[src/rtl/dht22_pkg.sv]
// Shared definitions for the DHT22 AXI4-Lite register bank.
package dht22_pkg;

    localparam int unsigned ADDR_W   = 5;
    localparam int unsigned DATA_W   = 32;
    localparam int unsigned STRB_W   = DATA_W / 8;
    localparam int unsigned BCD_W    = 12;
    localparam int unsigned PARITY_W = 8;

    // Register byte offsets
    localparam logic [ADDR_W-1:0] REG_CTRL   = 5'h00;
    localparam logic [ADDR_W-1:0] REG_STATUS = 5'h04;
    localparam logic [ADDR_W-1:0] REG_DATA   = 5'h08;
    localparam logic [ADDR_W-1:0] REG_PERIOD = 5'h0C;
    localparam logic [ADDR_W-1:0] REG_COUNT  = 5'h10;
    localparam logic [ADDR_W-1:0] REG_PARITY = 5'h14;

    // CTRL / STATUS bit positions
    localparam int unsigned CTRL_START_BIT   = 0;
    localparam int unsigned CTRL_AUTO_EN_BIT = 1;
    localparam int unsigned STAT_IDLE_BIT    = 0;
    localparam int unsigned STAT_VALID_BIT   = 1;
    localparam int unsigned STAT_PENDING_BIT = 2;

    // AXI response codes
    localparam logic [1:0] RESP_OKAY   = 2'b00;
    localparam logic [1:0] RESP_SLVERR = 2'b10;

    // One captured sensor reading
    typedef struct packed {
        logic                neg;
        logic [BCD_W-1:0]    temp_bcd;
        logic [BCD_W-1:0]    hum_bcd;
        logic [PARITY_W-1:0] parity;
    } dht22_sample_t;

    // Byte-strobe merge of a write into an existing register value
    function automatic logic [DATA_W-1:0] strb_merge(
        input logic [DATA_W-1:0] old_val,
        input logic [DATA_W-1:0] new_val,
        input logic [STRB_W-1:0] strb
    );
        logic [DATA_W-1:0] res;
        res = old_val;
        for (int unsigned b = 0; b < STRB_W; b++) begin
            if (strb[b]) begin
                res[b*8 +: 8] = new_val[b*8 +: 8];
            end
        end
        return res;
    endfunction

    // True for word-aligned offsets inside the register map
    function automatic logic addr_mapped(input logic [ADDR_W-1:0] addr);
        return (addr[1:0] == 2'b00) && (addr <= REG_PARITY);
    endfunction

    // DATA register layout: [31] sign, [27:16] temperature, [11:0] humidity
    function automatic logic [DATA_W-1:0] sample_to_data(input dht22_sample_t s);
        return {s.neg, 3'b000, s.temp_bcd, 4'h0, s.hum_bcd};
    endfunction

endpackage

[src/rtl/dht22_trigger_sched.sv]
// Auto-trigger timer, pending request flag and start_read pulse generation.
module dht22_trigger_sched
    import dht22_pkg::*;
(
    input  logic              clk,
    input  logic              arstn,
    input  logic              auto_en_i,
    input  logic [DATA_W-1:0] period_i,
    input  logic              start_set_i,
    input  logic              sys_idle_i,
    output logic              start_read_o,
    output logic              pending_o
);

    logic [DATA_W-1:0] timer_q, timer_d;
    logic              pending_q, pending_d;
    logic              start_q, start_d;
    logic              fire;
    logic              expire;

    // Next-state: a request fires when the driver is idle; firing beats any new set
    always_comb begin
        timer_d   = timer_q;
        pending_d = pending_q;
        start_d   = 1'b0;
        fire      = pending_q && sys_idle_i;
        expire    = auto_en_i && (timer_q == (period_i - DATA_W'(1)));

        if (!auto_en_i) begin
            timer_d = '0;
        end else if (expire) begin
            timer_d = '0;
        end else begin
            timer_d = timer_q + DATA_W'(1);
        end

        if (fire) begin
            pending_d = 1'b0;
            start_d   = 1'b1;
        end else if (start_set_i || expire) begin
            pending_d = 1'b1;
        end
    end

    // State registers
    always_ff @(posedge clk or negedge arstn) begin
        if (!arstn) begin
            timer_q   <= '0;
            pending_q <= 1'b0;
            start_q   <= 1'b0;
        end else begin
            timer_q   <= timer_d;
            pending_q <= pending_d;
            start_q   <= start_d;
        end
    end

    assign start_read_o = start_q;
    assign pending_o    = pending_q;

endmodule

[src/rtl/axi_lite_dht22_regs.sv]
// AXI4-Lite register bank for the DHT22 sensor: control, status, atomic snapshot.
module axi_lite_dht22_regs
    import dht22_pkg::*;
#(
    parameter int unsigned CLK_FREQ   = 100_000_000,
    parameter int unsigned MIN_PERIOD = 2 * CLK_FREQ
) (
    input  logic                clk,
    input  logic                arstn,
    input  logic [ADDR_W-1:0]   s_awaddr,
    input  logic                s_awvalid,
    output logic                s_awready,
    input  logic [DATA_W-1:0]   s_wdata,
    input  logic [STRB_W-1:0]   s_wstrb,
    input  logic                s_wvalid,
    output logic                s_wready,
    output logic [1:0]          s_bresp,
    output logic                s_bvalid,
    input  logic                s_bready,
    input  logic [ADDR_W-1:0]   s_araddr,
    input  logic                s_arvalid,
    output logic                s_arready,
    output logic [DATA_W-1:0]   s_rdata,
    output logic [1:0]          s_rresp,
    output logic                s_rvalid,
    input  logic                s_rready,
    output logic                start_read,
    input  logic                data_ready,
    input  logic                sys_idle,
    input  logic [BCD_W-1:0]    humidity_bcd,
    input  logic [BCD_W-1:0]    temperature_bcd,
    input  logic                negativo_temp,
    input  logic [PARITY_W-1:0] parity
);

    localparam logic [DATA_W-1:0] MIN_P = DATA_W'(MIN_PERIOD);

    typedef enum logic [1:0] {W_IDLE, W_ACK, W_RESP} wr_state_e;
    typedef enum logic [1:0] {R_IDLE, R_ACK, R_DATA} rd_state_e;

    wr_state_e         wstate_q, wstate_d;
    rd_state_e         rstate_q, rstate_d;
    logic              awready_q, awready_d;
    logic              bvalid_q, bvalid_d;
    logic [1:0]        bresp_q, bresp_d;
    logic              arready_q, arready_d;
    logic              rvalid_q, rvalid_d;
    logic [1:0]        rresp_q, rresp_d;
    logic [DATA_W-1:0] rdata_q, rdata_d;

    logic              auto_en_q, auto_en_d;
    logic [DATA_W-1:0] period_q, period_d;
    logic              valid_q, valid_d;
    dht22_sample_t     sample_q, sample_d;
    logic [DATA_W-1:0] count_q, count_d;

    logic              wr_en;
    logic              start_set;
    logic              pending;
    logic [DATA_W-1:0] merged;
    logic [DATA_W-1:0] rd_mux;

    // Write channel: accept address+data together, then hold the response until bready
    always_comb begin
        wstate_d  = wstate_q;
        awready_d = 1'b0;
        bvalid_d  = bvalid_q;
        bresp_d   = bresp_q;
        wr_en     = 1'b0;
        case (wstate_q)
            W_IDLE: begin
                if (s_awvalid && s_wvalid && !bvalid_q) begin
                    awready_d = 1'b1;
                    wstate_d  = W_ACK;
                end
            end
            W_ACK: begin
                wr_en    = 1'b1;
                bvalid_d = 1'b1;
                bresp_d  = addr_mapped(s_awaddr) ? RESP_OKAY : RESP_SLVERR;
                wstate_d = W_RESP;
            end
            W_RESP: begin
                if (s_bready) begin
                    bvalid_d = 1'b0;
                    wstate_d = W_IDLE;
                end
            end
            default: wstate_d = W_IDLE;
        endcase
    end

    // Write channel state register
    always_ff @(posedge clk or negedge arstn) begin
        if (!arstn) begin
            wstate_q  <= W_IDLE;
            awready_q <= 1'b0;
            bvalid_q  <= 1'b0;
            bresp_q   <= RESP_OKAY;
        end else begin
            wstate_q  <= wstate_d;
            awready_q <= awready_d;
            bvalid_q  <= bvalid_d;
            bresp_q   <= bresp_d;
        end
    end

    // Read data mux over the current register contents
    always_comb begin
        rd_mux = '0;
        case (s_araddr)
            REG_CTRL:   rd_mux[CTRL_AUTO_EN_BIT] = auto_en_q;
            REG_STATUS: begin
                rd_mux[STAT_IDLE_BIT]    = sys_idle;
                rd_mux[STAT_VALID_BIT]   = valid_q;
                rd_mux[STAT_PENDING_BIT] = pending;
            end
            REG_DATA:   rd_mux = sample_to_data(sample_q);
            REG_PERIOD: rd_mux = period_q;
            REG_COUNT:  rd_mux = count_q;
            REG_PARITY: rd_mux = DATA_W'(sample_q.parity);
            default:    rd_mux = '0;
        endcase
    end

    // Read channel: latch data at the handshake and hold it until rready
    always_comb begin
        rstate_d  = rstate_q;
        arready_d = 1'b0;
        rvalid_d  = rvalid_q;
        rdata_d   = rdata_q;
        rresp_d   = rresp_q;
        case (rstate_q)
            R_IDLE: begin
                if (s_arvalid && !rvalid_q) begin
                    arready_d = 1'b1;
                    rstate_d  = R_ACK;
                end
            end
            R_ACK: begin
                rvalid_d = 1'b1;
                rdata_d  = rd_mux;
                rresp_d  = addr_mapped(s_araddr) ? RESP_OKAY : RESP_SLVERR;
                rstate_d = R_DATA;
            end
            R_DATA: begin
                if (s_rready) begin
                    rvalid_d = 1'b0;
                    rstate_d = R_IDLE;
                end
            end
            default: rstate_d = R_IDLE;
        endcase
    end

    // Read channel state register
    always_ff @(posedge clk or negedge arstn) begin
        if (!arstn) begin
            rstate_q  <= R_IDLE;
            arready_q <= 1'b0;
            rvalid_q  <= 1'b0;
            rdata_q   <= '0;
            rresp_q   <= RESP_OKAY;
        end else begin
            rstate_q  <= rstate_d;
            arready_q <= arready_d;
            rvalid_q  <= rvalid_d;
            rdata_q   <= rdata_d;
            rresp_q   <= rresp_d;
        end
    end

    // Register bank updates; a capture is applied after W1C so a new reading wins
    always_comb begin
        auto_en_d = auto_en_q;
        period_d  = period_q;
        valid_d   = valid_q;
        sample_d  = sample_q;
        count_d   = count_q;
        start_set = 1'b0;
        merged    = strb_merge(period_q, s_wdata, s_wstrb);

        if (wr_en && addr_mapped(s_awaddr)) begin
            case (s_awaddr)
                REG_CTRL: begin
                    if (s_wstrb[0]) begin
                        auto_en_d = s_wdata[CTRL_AUTO_EN_BIT];
                        start_set = s_wdata[CTRL_START_BIT];
                    end
                end
                REG_STATUS: begin
                    if (s_wdata[STAT_VALID_BIT]) begin
                        valid_d = 1'b0;
                    end
                end
                REG_PERIOD: period_d = (merged < MIN_P) ? MIN_P : merged;
                default: ;
            endcase
        end

        if (data_ready) begin
            sample_d.neg      = negativo_temp;
            sample_d.temp_bcd = temperature_bcd;
            sample_d.hum_bcd  = humidity_bcd;
            sample_d.parity   = parity;
            valid_d           = 1'b1;
            count_d           = count_q + DATA_W'(1);
        end
    end

    // Register bank state
    always_ff @(posedge clk or negedge arstn) begin
        if (!arstn) begin
            auto_en_q <= 1'b0;
            period_q  <= MIN_P;
            valid_q   <= 1'b0;
            sample_q  <= '0;
            count_q   <= '0;
        end else begin
            auto_en_q <= auto_en_d;
            period_q  <= period_d;
            valid_q   <= valid_d;
            sample_q  <= sample_d;
            count_q   <= count_d;
        end
    end

    dht22_trigger_sched u_sched (
        .clk          (clk),
        .arstn        (arstn),
        .auto_en_i    (auto_en_q),
        .period_i     (period_q),
        .start_set_i  (start_set),
        .sys_idle_i   (sys_idle),
        .start_read_o (start_read),
        .pending_o    (pending)
    );

    assign s_awready = awready_q;
    assign s_wready  = awready_q;
    assign s_bvalid  = bvalid_q;
    assign s_bresp   = bresp_q;
    assign s_arready = arready_q;
    assign s_rvalid  = rvalid_q;
    assign s_rdata   = rdata_q;
    assign s_rresp   = rresp_q;

endmodule

[config.mk]
export PLATFORM = sky130hd
export DESIGN_NAME = axi_lite_dht22_regs
export DESIGN_NICKNAME = d
export VERILOG_FILES = /design/src/rtl/dht22_pkg.sv /design/src/rtl/dht22_trigger_sched.sv /design/src/rtl/axi_lite_dht22_regs.sv
export SDC_FILE = /design/constraint.sdc
export NUM_CORES = 1
export LEC_CHECK = 0
export ABC_AREA = 0
export ABC_CLOCK_PERIOD_IN_PS = 4850
export BUFFER_PORTS_ARGS = -buffer_cell sky130_fd_sc_hd__buf_4
export CORE_MARGIN = 2
export CORE_UTILIZATION = 64
export CTS_BUF_LIST = sky130_fd_sc_hd__clkbuf_8
export DETAILED_ROUTE_END_ITERATION = 10
export GPL_ROUTABILITY_DRIVEN = 0
export GPL_TIMING_DRIVEN = 0
export PLACE_DENSITY = 0.88
export SYNTH_ARGS = -nofsm -noshare
export SYNTH_HDL_FRONTEND = slang
export SYNTH_SLANG_ARGS = --single-unit
[constraint.sdc]
create_clock -name clk -period 4.85 [get_ports clk]
set_clock_uncertainty 0.2 [all_clocks]
set_input_delay 0.97 -clock clk [delete_from_list [all_inputs] [get_ports clk]]
set_output_delay 0.97 -clock clk [all_outputs]
set_load 0.01 [all_outputs]
==> impl_metrics.ini <==
[status]
outcome = finished, final reports clean

[worst_setup_path]
setup.worst_path.end_class = flip-flop
crit_buf_inv = 2
r2r_slack_ns = 1.32
r2r_cells = 9
arrival_ns = 3.67
startpoint_type = flip-flop
cp_max_fo = 10
required_ns = 5.00
max_stage_delay_ns = 0.54
cp_top_family = simple AND/OR/NAND/NOR gates
worstReg2RegStart = period_q[16]
critPathSlowestCell = dfstp_2
r2r_end = u_sched.timer_q[3]
path_cells = clkbuf_1 -> nor3_1 -> and3_1 -> and4_4 -> or4_1 -> a2111o_1 -> nor4_4 -> buf_6 -> nor2_2
path_class = flip-flop to flip-flop

[floorplan]
fp-row-count = 43
die_x_um = 123
floorplan.die_area_mm2 = 0.0152
core_mm2 = 0.0139
start_util = 0.654
dieHeight_um = 123
io-pin-count = 130

[place]
dp_slack_ns = 1.18
port_buffers = 123
dp_hpwl_mm = 16.9

[synthesis]
syn_area_mm2 = 0.00908
yosys-top-cells-area = dfrtp_1 (45%), xnor2_1 (6.7%), mux2_2 (5.0%)
synth_cell_types = 72
yosysWarnings = 0
synth-edff-count = 0
synth_cells = 890
dominantRegCellSynth = dfrtp_1
async_reset_ff_frac = 1.00
synth_top_cell_by_area = dfrtp_1
synth_seq_cells = 175
synthTopCellsByCount = dfrtp_1 (163), nand2_1 (100), xnor2_1 (69), nor2_1 (59), o21ai_0 (46)
synth.most_common_cell = dfrtp_1
synth_area_per_cell_um2 = 10.2
yosysSeqAreaShare = 0.484
synth_top_area_frac = 0.449

[drt]
met2_length_mm = 11.4
drc = 0
drt_iter0_drc = 814
m1WireLength_mm = 9.30
ant_nets = 0
wl_per_cell_um = 18.7
drt-total-wl_mm = 22.9
drtPass1Iterations = 10
met3_length_mm = 1.64
viasPerCell = 6.27
top_layer_used = met4
vias = 7697

[sta]
tns_ns = 0
rsz0062_at_grt = false
setup_slack_ns = 1.32
whs_ns = 0.212
timing.fmax_ghz = 0.284
maxSlewViolCount = 0
setup_violations = 0
timing_hold_violations_final = 0
max_slew.worst_pin.slew_ns = 0.902
slew_headroom = 0.397
fin_crit_sh = 0.727
finalCriticalPeriod_ns = 3.53

[global_route]
grt-ovfl-total = 0
grt_use_total = 0.314
antenna_found_initial = 0
grt_pass1_vias = 7445
grt_first_pass_wirelength_mm = 36.7
grt_max_degree = 117

[clock_tree]
cts_hold_buffers = 0
clkTransAtPathRegs_ns = 0.09
cts_tree = yes
cts-resized-gates = 0
post_cts_buffers = 0
htree_levels = 4
clock_latency_ns = 0.46
cts_buffer_depth = 2
root_buffer = clkbuf_8
cts_buffers = 17
cts.sinks = 175

[power]
pwr_density_cell_mw_per_mm2 = 320
power_switching_uw = 1090
cellLeakagePower_uw = 0.00479
p_total_uw = 3390
ir_drop_uv = 219
p_clk_frac = 0.261
pwr-share-comb = 0.224
p_int_uw = 2300
p_seq_frac = 0.515
swShare = 0.321

[finish]
antennaDiodeCount = 0
fin_nets = 1125
syn_to_final_growth_pct = 16.7
final_layout_size_suffix_gt1_frac = 0.235

[hold_path]
hp-class = input port to asynchronous set/reset pin

[run]
drv_cap = 0
[placed cells by master (no fill, tap or decap), types with 5 or more instances in the layout]
| cell | synthesis | layout |
|---|---|---|
| dfstp_2 | 12 | 12 |
| nand3_1 | 31 | 31 |
| and4_1 | 7 | 7 |
| nor2_2 | 10 | 10 |
| a21oi_1 | 11 | 11 |
| nand2b_1 | 7 | 7 |
| a22o_1 | 12 | 12 |
| nor2b_1 | 5 | 5 |
| and3_1 | 13 | 13 |
| o21ai_0 | 46 | 46 |
| xnor2_1 | 69 | 69 |
| nand2_1 | 100 | 100 |
| dfrtp_1 | 163 | 163 |
| xor2_1 | 34 | 34 |
| nor3_1 | 18 | 18 |
| nor3b_1 | 8 | 8 |
| buf_4 | 4 | 126 |
| a22oi_1 | 13 | 13 |
| mux2_2 | 40 | 40 |
| inv_1 | 20 | 23 |
| a21boi_0 | 5 | 5 |
| mux2i_1 | 5 | 5 |
| nand4_1 | 24 | 24 |
| nor4b_1 | 6 | 6 |
| nor4_1 | 9 | 9 |
| o32a_1 | 9 | 9 |
| nor2_1 | 59 | 59 |
| clkbuf_8 | 0 | 17 |
| clkbuf_1 | 39 | 39 |
| a222oi_1 | 23 | 23 |
| buf_2 | 8 | 8 |
[flip-flops by register name, indices dropped and copies added (netlist names)]
signal and cells:
auto_en_q 1, count_q 32, period_q 32, rstate_q 2, s_arready 1, s_awready 1, s_bresp 1, s_bvalid 1
s_rdata 32, s_rresp 1, s_rvalid 1, sample_q 33, u_sched.pending_o 1, u_sched.start_read_o 1, u_sched.timer_q 32, valid_q 1
wstate_q 2
[cell families after synthesis]
family | count (synthesis) | synth area share
other | 1 | 0.000413
AO/OA/AOI/OAI | 161 | 0.132
multiplexers | 45 | 0.0551
flip-flops | 175 | 0.484
AND/OR/NAND/NOR | 322 | 0.187
buffers and inverters | 80 | 0.0386
adder cells (fa/ha/maj) | 3 | 0.00413
XOR/XNOR | 103 | 0.0993
[area by class of cell]
type | count | area, um2
multi-input combinational | 636 | 4340
fill | 960 | 3270
clock inverter | 15 | 100
sequential | 175 | 4390
inverter | 20 | 75.1
tap | 180 | 225
buffer | 60 | 275
timing repair buffer | 124 | 958
clock buffer | 17 | 234
[stage by stage]
stage	area [um2]	utilization	std cells
2_1_floorplan	9090	-	891
3_3_place_gp	10200	0.738	1194
3_5_place_dp	10300	0.740	1195
4_1_cts	10600	0.764	1227
5_1_grt	10600	0.764	1227
6_report	10600	0.764	1227
[per-layer routing]
layer,vias to the layer above,track usage
met4,0,0.0959
met1,3808,0.421
met2,342,0.523
met3,54,0.0577
met5,-,0
li1,3493,-
[power by group through the flow]
stage	Sequential (uW)	Combinational, uW	Clock, uW
2_1_floorplan	1750	457	0
3_3_place_gp	1760	723	0
3_5_place_dp	1770	746	0
4_1_cts	1740	754	889
5_1_grt	1770	831	956
6_report	1750	759	884
[how the worst max path moves through the flow]
stage | cells after the start | startpoint | slack, ns | to
CTS | 9 | period_q[16] | 1.34 | u_sched.timer_q[3]
finish | 9 | period_q[16] | 1.32 | u_sched.timer_q[3]
global placement | 9 | s_wdata[12] | 1.20 | period_q[16]
floorplan | 8 | s_wdata[12] | 1.70 | period_q[24]
global route | 11 | period_q[0] | 1.18 | u_sched.timer_q[4]
detailed placement | 9 | s_wdata[12] | 1.18 | period_q[24]
(Power assumes the default switching activity.)
